## src/rtl/race_pkg.sv

```systemverilog
// Shared encodings and helpers for the two-player race sequencer.
package race_pkg;

  localparam int unsigned STATE_W = 2;
  localparam int unsigned LAP_W   = 4;
  localparam int unsigned TIME_W  = 16;

  typedef enum logic [STATE_W-1:0] {
    IDLE      = 2'd0,
    COUNTDOWN = 2'd1,
    RACING    = 2'd2,
    FINISHED  = 2'd3
  } race_state_t;

  typedef enum logic [1:0] {
    NONE = 2'd0,
    P1   = 2'd1,
    P2   = 2'd2,
    TIE  = 2'd3
  } winner_t;

  // Pixel-clock cycles per centisecond.
  function automatic int unsigned cs_div(input int unsigned clk_hz);
    return clk_hz / 100;
  endfunction

endpackage

```

## src/rtl/lap_qualifier.sv

```systemverilog
// Per-player lap crediting: finish-zone entry edge qualified by the checkpoint
// flag from before the detector cleared it, into a saturating lap counter.
module lap_qualifier
  import race_pkg::*;
#(
  parameter int unsigned LAPS = 3
) (
  input  logic             pclk,
  input  logic             rst_n,
  input  logic             lap_finished,
  input  logic             checkpoints_passed,
  input  logic             clear,
  input  logic             enable,
  output logic [LAP_W-1:0] laps,
  output logic             lap_won_c
);

  logic             r_lap_finished;
  logic             r_lap_finished_d;
  logic             r_checkpoints;
  logic             r_checkpoints_d;
  logic [LAP_W-1:0] r_laps;
  logic             w_credit;

  always_ff @(posedge pclk or negedge rst_n) begin
    if (!rst_n) begin
      r_lap_finished   <= 1'b0;
      r_lap_finished_d <= 1'b0;
      r_checkpoints    <= 1'b0;
      r_checkpoints_d  <= 1'b0;
    end else begin
      r_lap_finished   <= lap_finished;
      r_lap_finished_d <= r_lap_finished;
      r_checkpoints    <= checkpoints_passed;
      r_checkpoints_d  <= r_checkpoints;
    end
  end

  // One credit per zone entry; the delayed checkpoint flag survives the detector's clear.
  assign w_credit = enable && r_lap_finished && !r_lap_finished_d && r_checkpoints_d
                    && (r_laps < LAP_W'(LAPS));

  always_ff @(posedge pclk or negedge rst_n) begin
    if (!rst_n) begin
      r_laps <= '0;
    end else if (clear) begin
      r_laps <= '0;
    end else if (w_credit) begin
      r_laps <= r_laps + LAP_W'(1);
    end
  end

  // Fires in the cycle the credit lands, so the sequencer finishes on the same edge.
  assign lap_won_c = w_credit && (r_laps == LAP_W'(LAPS - 1));
  assign laps      = r_laps;

endmodule

```

## src/rtl/race_control.sv

```systemverilog
// Race sequencer: start countdown, lap crediting, winner detection and race time.
// Build option RACE_TIMER_EN enables the centisecond race_time counter (else tied to 0).
module race_control
  import race_pkg::*;
#(
  parameter int unsigned LAPS        = 3,
  parameter int unsigned CLK_HZ      = 65_000_000,
  parameter int unsigned COUNTDOWN_S = 3
) (
  input  logic              pclk,
  input  logic              rst_n,
  input  logic              start,
  input  logic              p1_lap_finished,
  input  logic              p2_lap_finished,
  input  logic              p1_checkpoints_passed,
  input  logic              p2_checkpoints_passed,
  output logic [STATE_W-1:0] state,
  output logic [1:0]        countdown,
  output logic              race_active,
  output logic [LAP_W-1:0]  p1_laps,
  output logic [LAP_W-1:0]  p2_laps,
  output logic [1:0]        winner,
  output logic [TIME_W-1:0] race_time
);

  localparam int unsigned SEC_W = (CLK_HZ > 1) ? $clog2(CLK_HZ) : 1;

  race_state_t      r_state;
  logic [1:0]       r_countdown;
  logic             r_race_active;
  winner_t          r_winner;
  logic [SEC_W-1:0] r_sec_cnt;

  logic w_racing;
  logic w_lap_clear;
  logic w_p1_won;
  logic w_p2_won;

  assign w_racing    = (r_state == RACING);
  assign w_lap_clear = start && ((r_state == IDLE) || (r_state == FINISHED));

  lap_qualifier #(.LAPS(LAPS)) u_p1_lap (
    .pclk               (pclk),
    .rst_n              (rst_n),
    .lap_finished       (p1_lap_finished),
    .checkpoints_passed (p1_checkpoints_passed),
    .clear              (w_lap_clear),
    .enable             (w_racing),
    .laps               (p1_laps),
    .lap_won_c          (w_p1_won)
  );

  lap_qualifier #(.LAPS(LAPS)) u_p2_lap (
    .pclk               (pclk),
    .rst_n              (rst_n),
    .lap_finished       (p2_lap_finished),
    .checkpoints_passed (p2_checkpoints_passed),
    .clear              (w_lap_clear),
    .enable             (w_racing),
    .laps               (p2_laps),
    .lap_won_c          (w_p2_won)
  );

  // Race sequencer FSM with registered countdown, gate and winner.
  always_ff @(posedge pclk or negedge rst_n) begin
    if (!rst_n) begin
      r_state       <= IDLE;
      r_countdown   <= 2'd0;
      r_race_active <= 1'b0;
      r_winner      <= NONE;
      r_sec_cnt     <= '0;
    end else begin
      case (r_state)
        IDLE: begin
          if (start) begin
            r_state     <= COUNTDOWN;
            r_countdown <= 2'(COUNTDOWN_S);
            r_winner    <= NONE;
            r_sec_cnt   <= '0;
          end
        end
        COUNTDOWN: begin
          if (r_sec_cnt == SEC_W'(CLK_HZ - 1)) begin
            r_sec_cnt <= '0;
            if (r_countdown == 2'd1) begin
              r_state       <= RACING;
              r_countdown   <= 2'd0;
              r_race_active <= 1'b1;
            end else begin
              r_countdown <= r_countdown - 2'd1;
            end
          end else begin
            r_sec_cnt <= r_sec_cnt + SEC_W'(1);
          end
        end
        RACING: begin
          if (w_p1_won || w_p2_won) begin
            r_state       <= FINISHED;
            r_race_active <= 1'b0;
            r_winner      <= winner_t'({w_p2_won, w_p1_won});
          end
        end
        FINISHED: begin
          if (start) begin
            r_state  <= IDLE;
            r_winner <= NONE;
          end
        end
        default: r_state <= IDLE;
      endcase
    end
  end

`ifdef RACE_TIMER_EN
  localparam int unsigned CS_DIV = cs_div(CLK_HZ);
  localparam int unsigned CS_W   = (CS_DIV > 1) ? $clog2(CS_DIV) : 1;

  logic [CS_W-1:0]   r_cs_cnt;
  logic [TIME_W-1:0] r_race_time;

  // Centisecond timer: runs only while racing, saturates instead of wrapping.
  always_ff @(posedge pclk or negedge rst_n) begin
    if (!rst_n) begin
      r_cs_cnt    <= '0;
      r_race_time <= '0;
    end else if (w_lap_clear) begin
      r_cs_cnt    <= '0;
      r_race_time <= '0;
    end else if (w_racing) begin
      if (r_cs_cnt == CS_W'(CS_DIV - 1)) begin
        r_cs_cnt <= '0;
        if (r_race_time != '1) begin
          r_race_time <= r_race_time + TIME_W'(1);
        end
      end else begin
        r_cs_cnt <= r_cs_cnt + CS_W'(1);
      end
    end else begin
      r_cs_cnt <= '0;
    end
  end

  assign race_time = r_race_time;
`else
  assign race_time = '0;
`endif

  assign state       = r_state;
  assign countdown   = r_countdown;
  assign race_active = r_race_active;
  assign winner      = r_winner;

endmodule

```

## config.mk

```make
export PLATFORM = sky130hd
export DESIGN_NAME = race_control
export DESIGN_NICKNAME = d
export VERILOG_FILES = /design/src/rtl/race_pkg.sv /design/src/rtl/lap_qualifier.sv /design/src/rtl/race_control.sv
export SDC_FILE = /design/constraint.sdc
export NUM_CORES = 1
export LEC_CHECK = 0
export BUFFER_PORTS_ARGS = -buffer_cell sky130_fd_sc_hd__buf_2
export CAP_MARGIN = 20
export CORE_ASPECT_RATIO = 1.2
export CORE_MARGIN = 1.5
export CORE_UTILIZATION = 58
export CTS_BUF_LIST = sky130_fd_sc_hd__clkbuf_4 sky130_fd_sc_hd__clkbuf_8
export DETAILED_ROUTE_END_ITERATION = 8
export GPL_TIMING_DRIVEN = 0
export MAX_ROUTING_LAYER = met4
export PLACE_DENSITY = 0.8
export SLEW_MARGIN = 20
export SYNTH_ARGS = -nofsm -noshare
export SYNTH_HDL_FRONTEND = slang
export SYNTH_SLANG_ARGS = --single-unit
```

## constraint.sdc

```tcl
create_clock -name pclk -period 2.6 [get_ports pclk]
set_input_delay 0.78 -clock pclk [delete_from_list [all_inputs] [get_ports pclk]]
set_output_delay 0.78 -clock pclk [all_outputs]
set_load 0.05 [all_outputs]
```

==> results of run 1 <==
## cell type report
class,instances,area (µm²),share of cell area
multi-input cells,208,1340,0.442
flip-flops and latches,49,1230,0.405
plain buffers,19,139,0.0459
repair buffers,21,108,0.0356
well taps,58,72.6,0.0240
clock buffers,5,68.8,0.0228
inverters,14,52.6,0.0174
clock inverters,3,21.3,0.00703
## how the worst max path moves through the flow
stage	depth (start not counted)	endpoint	slack (ns)	startpoint
after floorplan	8	state[1]$_DFFE_PN0P_	0.11	state[0]$_DFFE_PN0P_
after global placement	8	state[1]$_DFFE_PN0P_	0.12	state[0]$_DFFE_PN0P_
after detailed placement	8	state[1]$_DFFE_PN0P_	0.12	state[0]$_DFFE_PN0P_
after CTS	8	state[1]$_DFFE_PN0P_	0.1	state[0]$_DFFE_PN0P_
after global routing	7	r_sec_cnt[24]$_DFFE_PN0P_	0.06	r_sec_cnt[21]$_DFFE_PN0P_
final	7	r_sec_cnt[23]$_DFFE_PN0P_	0.21	r_sec_cnt[21]$_DFFE_PN0P_
## registers in the layout, indices dropped and copies added (netlist names)
register / flops
u_p2_lap.r_checkpoints_d: 1
winner: 2
u_p1_lap.laps: 4
u_p1_lap.r_lap_finished: 1
r_sec_cnt: 26
u_p2_lap.r_lap_finished: 1
u_p1_lap.r_lap_finished_d: 1
u_p2_lap.r_lap_finished_d: 1
u_p2_lap.laps: 4
u_p2_lap.r_checkpoints: 1
countdown: 2
u_p1_lap.r_checkpoints: 1
state: 2
u_p1_lap.r_checkpoints_d: 1
race_active: 1
## synth_stat cells, types with 2 or more instances
cell type and number:
a21oi_1 5, a22o_1 3, a31oi_1 2, and2_1 9, and3_1 6, and4_1 2, buf_4 18, clkbuf_1 2
dfrtp_1 49, ha_1 11, inv_1 13, mux2i_1 5, nand2_1 20, nand2b_1 3, nand3_1 21, nand4_1 12
nor2_1 27, nor2b_1 2, nor3_1 3, nor3b_1 2, nor4_1 4, nor4_2 2, o21ai_0 2, o21ai_1 10
o2bb2ai_1 3, or3_1 4, or4_4 2, xnor2_1 5, xor2_1 7
## stage by stage
step / utilization / worst slack, ns / cells / total power [µW]
after floorplan: - / 0.106 / 291 / 892
after global placement: 0.648 / 0.125 / 370 / 920
after detailed placement: 0.648 / 0.119 / 370 / 922
after CTS: 0.668 / 0.0981 / 378 / 1370
after global routing: 0.668 / 0.0648 / 377 / 1420
final: 0.668 / 0.210 / 377 / 1360
## metal layers
layer	routed length, µm	vias to the layer above	track usage
met3	185	10	0.0449
met4	91	0	0.0771
li1	-	1023	-
met5	0	-	-
met1	2330	999	0.291
met2	2820	34	0.398
## logic make-up after synthesis
| family | Yosys count | share of synthesized area |
|---|---|---|
| AND/OR/NAND/NOR | 125 | 0.257 |
| flip-flops | 49 | 0.454 |
| AO/OA/AOI/OAI | 37 | 0.0964 |
| buffers and inverters | 34 | 0.0723 |
| XOR/XNOR | 12 | 0.0389 |
| adder cells (fa/ha/maj) | 11 | 0.0510 |
| multiplexers | 7 | 0.0283 |
| other | 1 | 0.00139 |
## cells in the final DEF (no fill, tap or decap), types with 5 or more instances in the layout
cell type and n:
nand2_1 20, clkbuf_8 5, a21oi_1 5, xnor2_1 5, buf_2 20, buf_4 19, conb_1 16, o21ai_1 10
dfrtp_1 49, mux2i_1 5, nand4_1 12, and2_1 9, nor2_1 27, nand3_1 21, and3_1 6, inv_1 13
ha_1 10, xor2_1 7
## power groups by stage
stage,logic (µW),registers [µW],clock network (µW)
global placement,126,793,0
CTS,128,779,465
global route,138,780,498
finish,128,779,453
floorplan,82.5,810,0
detailed placement,128,794,0
==> flow_summary_export.csv, run 1 <==
group,metric,value,unit
timing,setup_tns,0,ns
clock_network,cts.htree.levels,2,
worst_setup_path,cpPeakStageDelay,0.57,ns
placement,port_buffers,21,
global_route,antenna_found_initial,0,
synthesis,seq_area_frac_synth,0.454,
synthesis,synth_ff_type,"dfrtp_1",
clock_network,cts_tree,"yes",
finish,layout.nets,336,
global_route,grt_use_total,0.239,
power,irDropWorstVdd,0.000277,V
worst_setup_path,cp-end-kind,"register",
worst_setup_path,path_cells,"or4_4 > nor4_2 > a21oi_2 > buf_4 > nor2_1 > buf_4 > nor2_1",
timing,period_minus_slack,2.39,ns
die,die_h,77.7,µm
timing,holdWs,0.345,ns
synthesis,syn_inst,276,
power,seqPwrFrac,0.573,
power,power_per_cell_area,450,mW/mm²
finish,area_growth,12.1,%
worst_hold_path,holdPathEnd,"u_p2_lap.r_checkpoints_d$_DFF_PN0_",
finish,num-fill-cells,382,
worst_setup_path,rr_worst_depth,7,
synthesis,async_flop_share,1.00,
power,p_clk_frac,0.333,
worst_setup_path,path_class,"register to register",
die,start_util,0.596,
route,drtAntennaViolNets,0,
timing,clock.fmax,0.418,GHz
synthesis,synth_top_area_cell,"dfrtp_1",
synthesis,syn-cell-area,0.00270,mm²
route,via_count,2066,
worst_hold_path,whs_path_depth,0,
global_route,grt_overflow_total,0,
route,drt-pass1-iter-count,4,
worst_setup_path,r2r-start,"r_sec_cnt[21]$_DFFE_PN0P_",
die,core-area,0.00453,mm²
finish,postLayoutCellArea,0.00302,mm²
flow_run,maxCapViolCount,0,
die,dieWidth,65.3,µm
timing,hold_violations,0,
power,swShare,0.268,
placement,place_area,0.00293,mm²
worst_setup_path,cp.arrival,2.58,ns
timing,maxSlewHeadroom,0.462,
clock_network,clkSlewWorstSetupHoldPaths,0.10,ns
clock_network,cts_made_buffers,5,
timing,tightest_slew,0.784,ns
timing,skew,0.0115,ns
clock_network,post_cts_resize_count,0,
clock_network,cts.path.max_buffers,2,
die,io_pins,38,
global_route,grt_max_degree,50,
global_route,grt_pass1_wl,9200,µm
worst_setup_path,r2r_setup_slack,0.21,ns
worst_setup_path,cp_slowest_cell,"or4_4",
finish,drive_above_1_share,0.191,
synthesis,synth.distinct_cells,51,
synthesis,netlist_top_cells_area,"dfrtp_1, ha_1, buf_4, nand3_1, nor2_1",
worst_setup_path,path_buf_inv,2,
route,routed_wl,5420,µm
clock_network,cts_hold_buffers,0,
timing,setup_viol,0,
synthesis,ys_seq_elements,49,
power,leakage,0.00138,µW
timing,post-route-period-util,0.919,
placement,dp_hpwl,3940,µm
power,p_switching,365,µW
worst_setup_path,worstPathRequired,2.79,ns
route,vias_per_cell,5.48,
finish,n_antenna_cell,0,
timing,drv_slew,0,
route,drc,0,
worst_setup_path,r2r-end,"r_sec_cnt[23]$_DFFE_PN0P_",
placement,gp_congestion,0.890,
clock_network,clockRootBuffer,"clkbuf_8",
power,p_comb_frac,0.094,
worst_setup_path,worstSetupStartpointType,"register",
die,fp-row-count,27,
power,cellInternalPower,995,µW
outcome,outcome,"finished clean",
route,routedWlPerCell,14.4,µm
synthesis,synth_top_area_frac,0.454,
synthesis,synth-edff-count,0,
clock_network,cts_setup_buffers,0,
worst_hold_path,hold_class,"register to register",
worst_hold_path,min_from,"u_p2_lap.r_checkpoints$_DFF_PN0_",
route,drtIter0Drc,137,
clock_network,cts_sinks,49,
die,design.die.area,0.00507,mm²
synthesis,ys_warn_count,0,
synthesis,avgSynthCellArea,9.78,µm²
timing,rsz0062_at_grt,"no",
worst_setup_path,crit_family,"simple AND/OR/NAND/NOR gates",
worst_setup_path,crit_fanout,10,
global_route,grt_pass1_vias,2043,
clock_network,clk_latency,0.31,ns
Note: power is estimated with default switching activity, not from simulation.
==> run 2: changes to the inputs <==
- CELL_PAD_IN_SITES_DETAIL_PLACEMENT: unset -> 1
- CELL_PAD_IN_SITES_GLOBAL_PLACEMENT: unset -> 1
- CORE_UTILIZATION: 58 -> 46
- PLACE_DENSITY: 0.8 -> 0.82
- SYNTH_HIERARCHICAL: unset -> 1
==> run 2 against run 1 <==
Worst setup slack worse by 0.10 ns. Cell count rose by 9.3%. Sequential power shrank 0.6%. Via count up 8.6%. Area after synthesis rose by 0.97%. Critical path depth rose by 2. Synthesized cell count is 4.3% higher. Worst hold slack improved by 0.011 ns. Non-clock buffer count increased by 5. Clock skew fell by 0.0039 ns. Sequential cell count unchanged. Die area rose by 26%. Critical path type unchanged. Critical endpoint is now state[1]$_DFFE_PN0P_. Largest power group unchanged.
==> flow_summary_export.csv, run 2 <==
group,metric,value,unit
outcome,outcome,"finished clean",
placement,gp_congestion,0.784,
die,io_pins,38,
synthesis,synth.most_common_cell,"dfrtp_1",
clock_network,cts_hold_buffers,0,
synthesis,synth-edff-count,0,
worst_setup_path,path_buf_inv,0,
worst_setup_path,cp.arrival,2.68,ns
global_route,grt_overflow_total,0,
global_route,grt_pass1_wl,11400,µm
clock_network,cts.htree.levels,2,
worst_setup_path,worstPathRequired,2.79,ns
synthesis,ys_seq_elements,49,
finish,regMostFlops,"r_sec_cnt",
timing,rsz0062_at_grt,"yes",
synthesis,syn_inst,288,
clock_network,cts_tree,"yes",
power,seqPwrFrac,0.585,
clock_network,cts.path.max_buffers,2,
timing,drv_slew,0,
die,die_h,87.3,µm
worst_setup_path,critical_path_depth,9,
timing,hold_violations,0,
timing,holdWs,0.356,ns
finish,final_core_util,0.545,
timing,maxSlewHeadroom,0.404,
die,dieWidth,73.3,µm
die,core-area,0.00571,mm²
timing,setup_viol,0,
global_route,grt_pass1_vias,2361,
finish,final_common_cell,"dfrtp_1",
worst_hold_path,hold_class,"register to register",
worst_setup_path,path_class,"register to register",
synthesis,synth.distinct_cells,52,
route,via_count,2244,
timing,clock.fmax,0.401,GHz
worst_setup_path,cpPeakStageDelay,0.52,ns
route,routed_wl,6640,µm
finish,layout.nets,349,
synthesis,avgSynthCellArea,9.46,µm²
worst_setup_path,path_cells,"ha_1 > or4b_1 > nor3_4 > and3b_2 > nor2_1 > a21oi_2 > o21ai_1 > nor2_2 > mux2_2",
global_route,antenna_found_initial,0,
synthesis,syn-cell-area,0.00273,mm²
placement,dp_hpwl,4700,µm
synthesis,netlist_top_cells_area,"dfrtp_1, ha_1, buf_4, o21ai_0, inv_1",
flow_run,maxCapViolCount,0,
clock_network,cts_sinks,49,
synthesis,synth_top_area_cell,"dfrtp_1",
die,start_util,0.478,
timing,period_minus_slack,2.49,ns
finish,drive_above_1_share,0.214,
synthesis,synth_ff_type,"dfrtp_1",
worst_hold_path,whs_path_depth,0,
finish,area_growth,14.0,%
finish,largest_register_ffs,26,
route,drtAntennaViolNets,0,
power,p_clk_frac,0.335,
die,fp-row-count,30,
synthesis,synth_top_cells_by_count,"dfrtp_1, inv_1, o21ai_0",
clock_network,clk_latency,0.31,ns
global_route,grt_max_degree,50,
route,drc,0,
placement,port_buffers,21,
worst_setup_path,crit_family,"simple AND/OR/NAND/NOR gates",
worst_setup_path,cp_slowest_cell,"or4b_1",
synthesis,ys_warn_count,6,
power,irDropWorstVdd,0.000218,V
power,cellInternalPower,989,µW
route,drt-pass1-iter-count,4,
worst_setup_path,cp-end-kind,"register",
timing,tightest_slew,0.892,ns
power,leakage,0.00146,µW
worst_setup_path,worstSetupStartpointType,"register",
timing,post-route-period-util,0.958,
timing,skew,0.00762,ns
synthesis,async_flop_share,1.00,
clock_network,clockRootBuffer,"clkbuf_8",
finish,final_cell_mix,"dfrtp_1, inv_1, buf_2",
clock_network,clkSlewWorstSetupHoldPaths,0.09,ns
worst_setup_path,crit_fanout,4,
route,drtIter0Drc,105,
power,power_per_cell_area,426,mW/mm²
route,routedWlPerCell,16.1,µm
synthesis,seq_area_frac_synth,0.450,
power,p_comb_frac,0.081,
power,p_switching,334,µW
synthesis,synth_top_area_frac,0.450,
route,vias_per_cell,5.45,
global_route,grt_use_total,0.242,
finish,n_antenna_cell,0,
clock_network,cts_made_buffers,5,
power,swShare,0.252,
die,design.die.area,0.00640,mm²
worst_setup_path,rr_worst_depth,9,
==> run 2: changes by cell type after synthesis, sizes merged, moves of 6 or more <==
| cell | before | now |
|---|---|---|
| nor2b | 2 | 8 |
| and2 | 9 | 2 |
| nor2 | 28 | 19 |
| xor2 | 7 | 0 |
| a21oi | 6 | 17 |
| inv | 13 | 22 |
| o21ai | 13 | 25 |
| or3 | 4 | 13 |
==> run 2: final timing paths <==
path	from	slack, ns	endpoint
worst max-delay path	u_p1_lap/laps[0]$_DFFE_PN0P_	0.11	state[1]$_DFFE_PN0P_
max in group asynchronous	rst_n	1.67	u_p1_lap/laps[1]$_DFFE_PN0P_
min in group asynchronous	rst_n	0.49	winner[0]$_DFFE_PN0P_
worst max register to register	u_p1_lap/laps[0]$_DFFE_PN0P_	0.11	state[1]$_DFFE_PN0P_
worst min register to register	u_p2_lap/r_checkpoints$_DFF_PN0_	0.36	u_p2_lap/r_checkpoints_d$_DFF_PN0_
worst min-delay path	u_p2_lap/r_checkpoints$_DFF_PN0_	0.36	u_p2_lap/r_checkpoints_d$_DFF_PN0_
==> run 2: worst register-to-register path, delay by kind of cell (launching register included) <==
kind / cells / cell delay [ns]
and+or+nand+nor: 5 / 1.15
DFF: 1 / 0.43
muxes: 1 / 0.34
AOI/OAI and AO/OA: 2 / 0.26
adders and majority gates: 1 / 0.20
==> run 2: area by class of cell <==
cell class              instances  area (µm²)
clock inverters                 1        5.00
repair buffers                 22         115
clock buffers                   6        76.3
multi-input cells             209        1350
well taps                      80         100
plain buffers                  23         150
flip-flops and latches         49        1230
inverters                      22        82.6
fillers                       705        2600
==> run 2: power groups by stage <==
stage	Sequential (µW)	Combinational [µW]	Clock (µW)
detailed placement	789	107	0
finish	774	107	443
CTS	774	107	461
floorplan	793	76.7	0
global placement	788	106	0
global route	775	115	489
==> run 2: repair_timing <==
item,in CTS,in global routing
pin swaps,2,1
setup buffers,0,1
hold endpoints to repair,0,0
gates resized for setup,1,7
endpoints found under the setup margin,1,18
==> run 2: metal layers <==
metal	share of wire	GRT usage
met1	0.43	0.274
met2	0.53	0.418
met3	0.019	0.0382
met4	0.022	0.101
met5	0	-
==> run 2: per-stage QoR <==
| step | setup slack, ns | TNS [ns] | total power (µW) | cells | instance area, µm² |
|---|---|---|---|---|---|
| CTS | 0.0135 | 0 | 1340 | 411 | 3080 |
| global route | -0.0323 | -0.0323 | 1380 | 412 | 3110 |
| floorplan | 0.0599 | 0 | 870 | 303 | 2780 |
| global placement | 0.0189 | 0 | 894 | 404 | 2990 |
| finish | 0.109 | 0 | 1320 | 412 | 3110 |
| detailed placement | 0.00545 | 0 | 895 | 404 | 2990 |
==> run 2: logic make-up after synthesis <==
family,after synthesis,share of synthesized area
buf+inv,45,0.0849
simple gates,110,0.235
other cells,1,0.00138
mux,6,0.0239
flops,49,0.450
fa+ha+maj,10,0.0459
compound gates,67,0.159
==> run 3: changes to the inputs <==
- REMOVE_ABC_BUFFERS: unset -> 1
==> run 3 against run 2 <==
Utilization shrank 2.1 points. Global-route usage fell by 1.5 points. Highest routed layer unchanged. Sequential cell count stayed put.
==> flow_summary_export.csv, run 3 (same netlist as run 2, synthesis figures left out) <==
group,metric,value,unit
timing,hold_violations,0,
finish,largest_register_ffs,26,
die,dieWidth,73.3,µm
global_route,grt_pass1_wl,10900,µm
worst_setup_path,cp-end-kind,"register",
placement,place_inst,381,
timing,clock.fmax,0.396,GHz
global_route,grt_overflow_total,0,
worst_hold_path,hold_class,"register to register",
power,power.total,1330,µW
timing,post-route-period-util,0.970,
worst_setup_path,r2r-end,"state[0]$_DFFE_PN0P_",
worst_setup_path,r2r-start,"u_p1_lap/laps[0]$_DFFE_PN0P_",
finish,final_common_cell,"dfrtp_1",
clock_network,cts.path.max_buffers,2,
worst_setup_path,path_cells,"ha_1 > or4b_1 > nor3_2 > and3b_2 > nor2_1 > a21oi_2 > o21ai_0 > nor2_2 > buf_4 > mux2i_1",
global_route,grt_use_total,0.227,
finish,multi_input_area,0.00136,mm²
die,fp-row-count,30,
finish,regArea,0.00123,mm²
worst_setup_path,path_class,"register to register",
worst_hold_path,min_from,"u_p1_lap/r_checkpoints$_DFF_PN0_",
timing,setup_viol,0,
worst_setup_path,r2r_setup_slack,0.08,ns
worst_setup_path,cp.arrival,2.74,ns
placement,place_area,0.00285,mm²
route,drc,0,
clock_network,cts.htree.levels,2,
worst_hold_path,whs_path_depth,0,
power,leakage,0.00137,µW
worst_setup_path,worstPathRequired,2.81,ns
route,routedWlPerCell,17.3,µm
timing,rsz0062_at_grt,"yes",
worst_setup_path,worstSetupStartpointType,"register",
die,die_h,87.3,µm
finish,layout.nets,329,
route,routed_wl,6800,µm
placement,dp_hpwl,4550,µm
finish,n_antenna_cell,0,
die,core-area,0.00571,mm²
finish,drive_above_1_share,0.169,
route,drtIter0Drc,71,
power,power_per_cell_area,445,mW/mm²
global_route,antenna_found_initial,0,
worst_setup_path,crit_fanout,3,
worst_setup_path,cpPeakStageDelay,0.49,ns
clock_network,clockRootBuffer,"clkbuf_8",
timing,tightest_slew,0.945,ns
timing,period_minus_slack,2.52,ns
clock_network,cts_tree,"yes",
worst_hold_path,holdPathEnd,"u_p1_lap/r_checkpoints_d$_DFF_PN0_",
clock_network,cts_made_buffers,5,
clock_network,clkSlewWorstSetupHoldPaths,0.09,ns
die,io_pins,38,
finish,regMostFlops,"r_sec_cnt",
die,start_util,0.478,
finish,num-fill-cells,661,
worst_setup_path,cp_slowest_cell,"or4b_1",
flow_run,maxCapViolCount,0,
global_route,grt_max_degree,50,
clock_network,cts_sinks,49,
clock_network,cts_hold_buffers,0,
finish,postLayoutCellArea,0.00299,mm²
route,drt-pass1-iter-count,4,
die,design.die.area,0.00640,mm²
timing,drv_slew,0,
route,drtAntennaViolNets,0,
placement,port_buffers,21,
timing,skew,0.00545,ns
clock_network,clk_latency,0.30,ns
global_route,grt_pass1_vias,2276,
worst_setup_path,rr_worst_depth,10,
outcome,outcome,"finished clean",
finish,final_cell_mix,"dfrtp_1, inv_1, o21ai_0, buf_2, nor2_1",
placement,gp_congestion,0.793,
route,vias_per_cell,5.65,
finish,area_growth,9.60,%
power,irDropWorstVdd,0.000208,V
timing,maxSlewHeadroom,0.369,
finish,instances_no_fill,393,
route,via_count,2222,
timing,setup_tns,0,ns
run 3: changes by cell type in the layout (fill, tap and decap cells not counted), moves of 2 or more:
cell and change:
buf_2 -2, clkinvlp_4 +2, clkbuf_1 -4, dfrtp_2 -2, dfrtp_1 +2, buf_4 -14
run 3: layer usage:
metal / track usage / up-vias / share of wire
li1: - / 1039 / -
met1: 0.262 / 1115 / 0.42
met2: 0.400 / 57 / 0.53
met3: 0.0347 / 11 / 0.032
met4: 0.0703 / 0 / 0.017
met5: - / - / 0
run 3: metrics by stage:
stage,worst slack [ns],utilization,hold WS (ns)
3_5_place_dp,-0.0948,0.500,0.337
3_3_place_gp,-0.440,0.497,0.333
4_1_cts,0.0104,0.519,0.358
6_report,0.0779,0.523,0.356
2_1_floorplan,-0.0484,-,0.331
5_1_grt,-0.0161,0.523,0.378
run 3: how the worst max path moves through the flow:
stage | end | depth (start not counted) | from
finish | state[0]$_DFFE_PN0P_ | 10 | u_p1_lap/laps[0]$_DFFE_PN0P_
global route | r_sec_cnt[14]$_DFFE_PN0P_ | 6 | r_sec_cnt[0]$_DFFE_PN0P_
CTS | state[1]$_DFFE_PN0P_ | 9 | u_p1_lap/laps[0]$_DFFE_PN0P_
detailed placement | r_sec_cnt[21]$_DFFE_PN0P_ | 6 | r_sec_cnt[0]$_DFFE_PN0P_
global placement | r_sec_cnt[16]$_DFFE_PN0P_ | 4 | start
floorplan | state[1]$_DFFE_PN0P_ | 9 | u_p1_lap/laps[0]$_DFFE_PN0P_
run 3: worst max-delay path, delay by kind of cell, from the launching register on:
| kind | cells | cell delay, ns |
|---|---|---|
| flops | 1 | 0.42 |
| compound gates | 2 | 0.29 |
| simple gates | 5 | 1.15 |
| fa+ha+maj | 1 | 0.21 |
| buf+inv | 1 | 0.14 |
| mux | 1 | 0.22 |
run 3: repair_timing:
| action | CTS | global route |
|---|---|---|
| endpoints found under the setup margin | 19 | 4 |
| buffers inserted | 1 | 2 |
| cloned | 0 | 1 |
| endpoints found under the hold margin | 0 | 0 |
| pin swaps | 1 | 3 |
| gates resized for setup | 1 | 1 |
run 3: power breakdown:
group | switching, µW | total [µW] | internal, µW
sequential | 4.17 | 773 | 769
combinational | 78.5 | 89.5 | 11.0
clock | 267 | 467 | 201
total | 349 | 1330 | 981
run 3: final cells by class:
cell class / instances / share of cell area
clock buffers: 6 / 0.0256
clock inverters: 2 / 0.00503
inverters: 22 / 0.0276
multi-input cells: 210 / 0.454
flip-flops and latches: 49 / 0.411
well taps: 80 / 0.0335
repair buffers: 24 / 0.0436
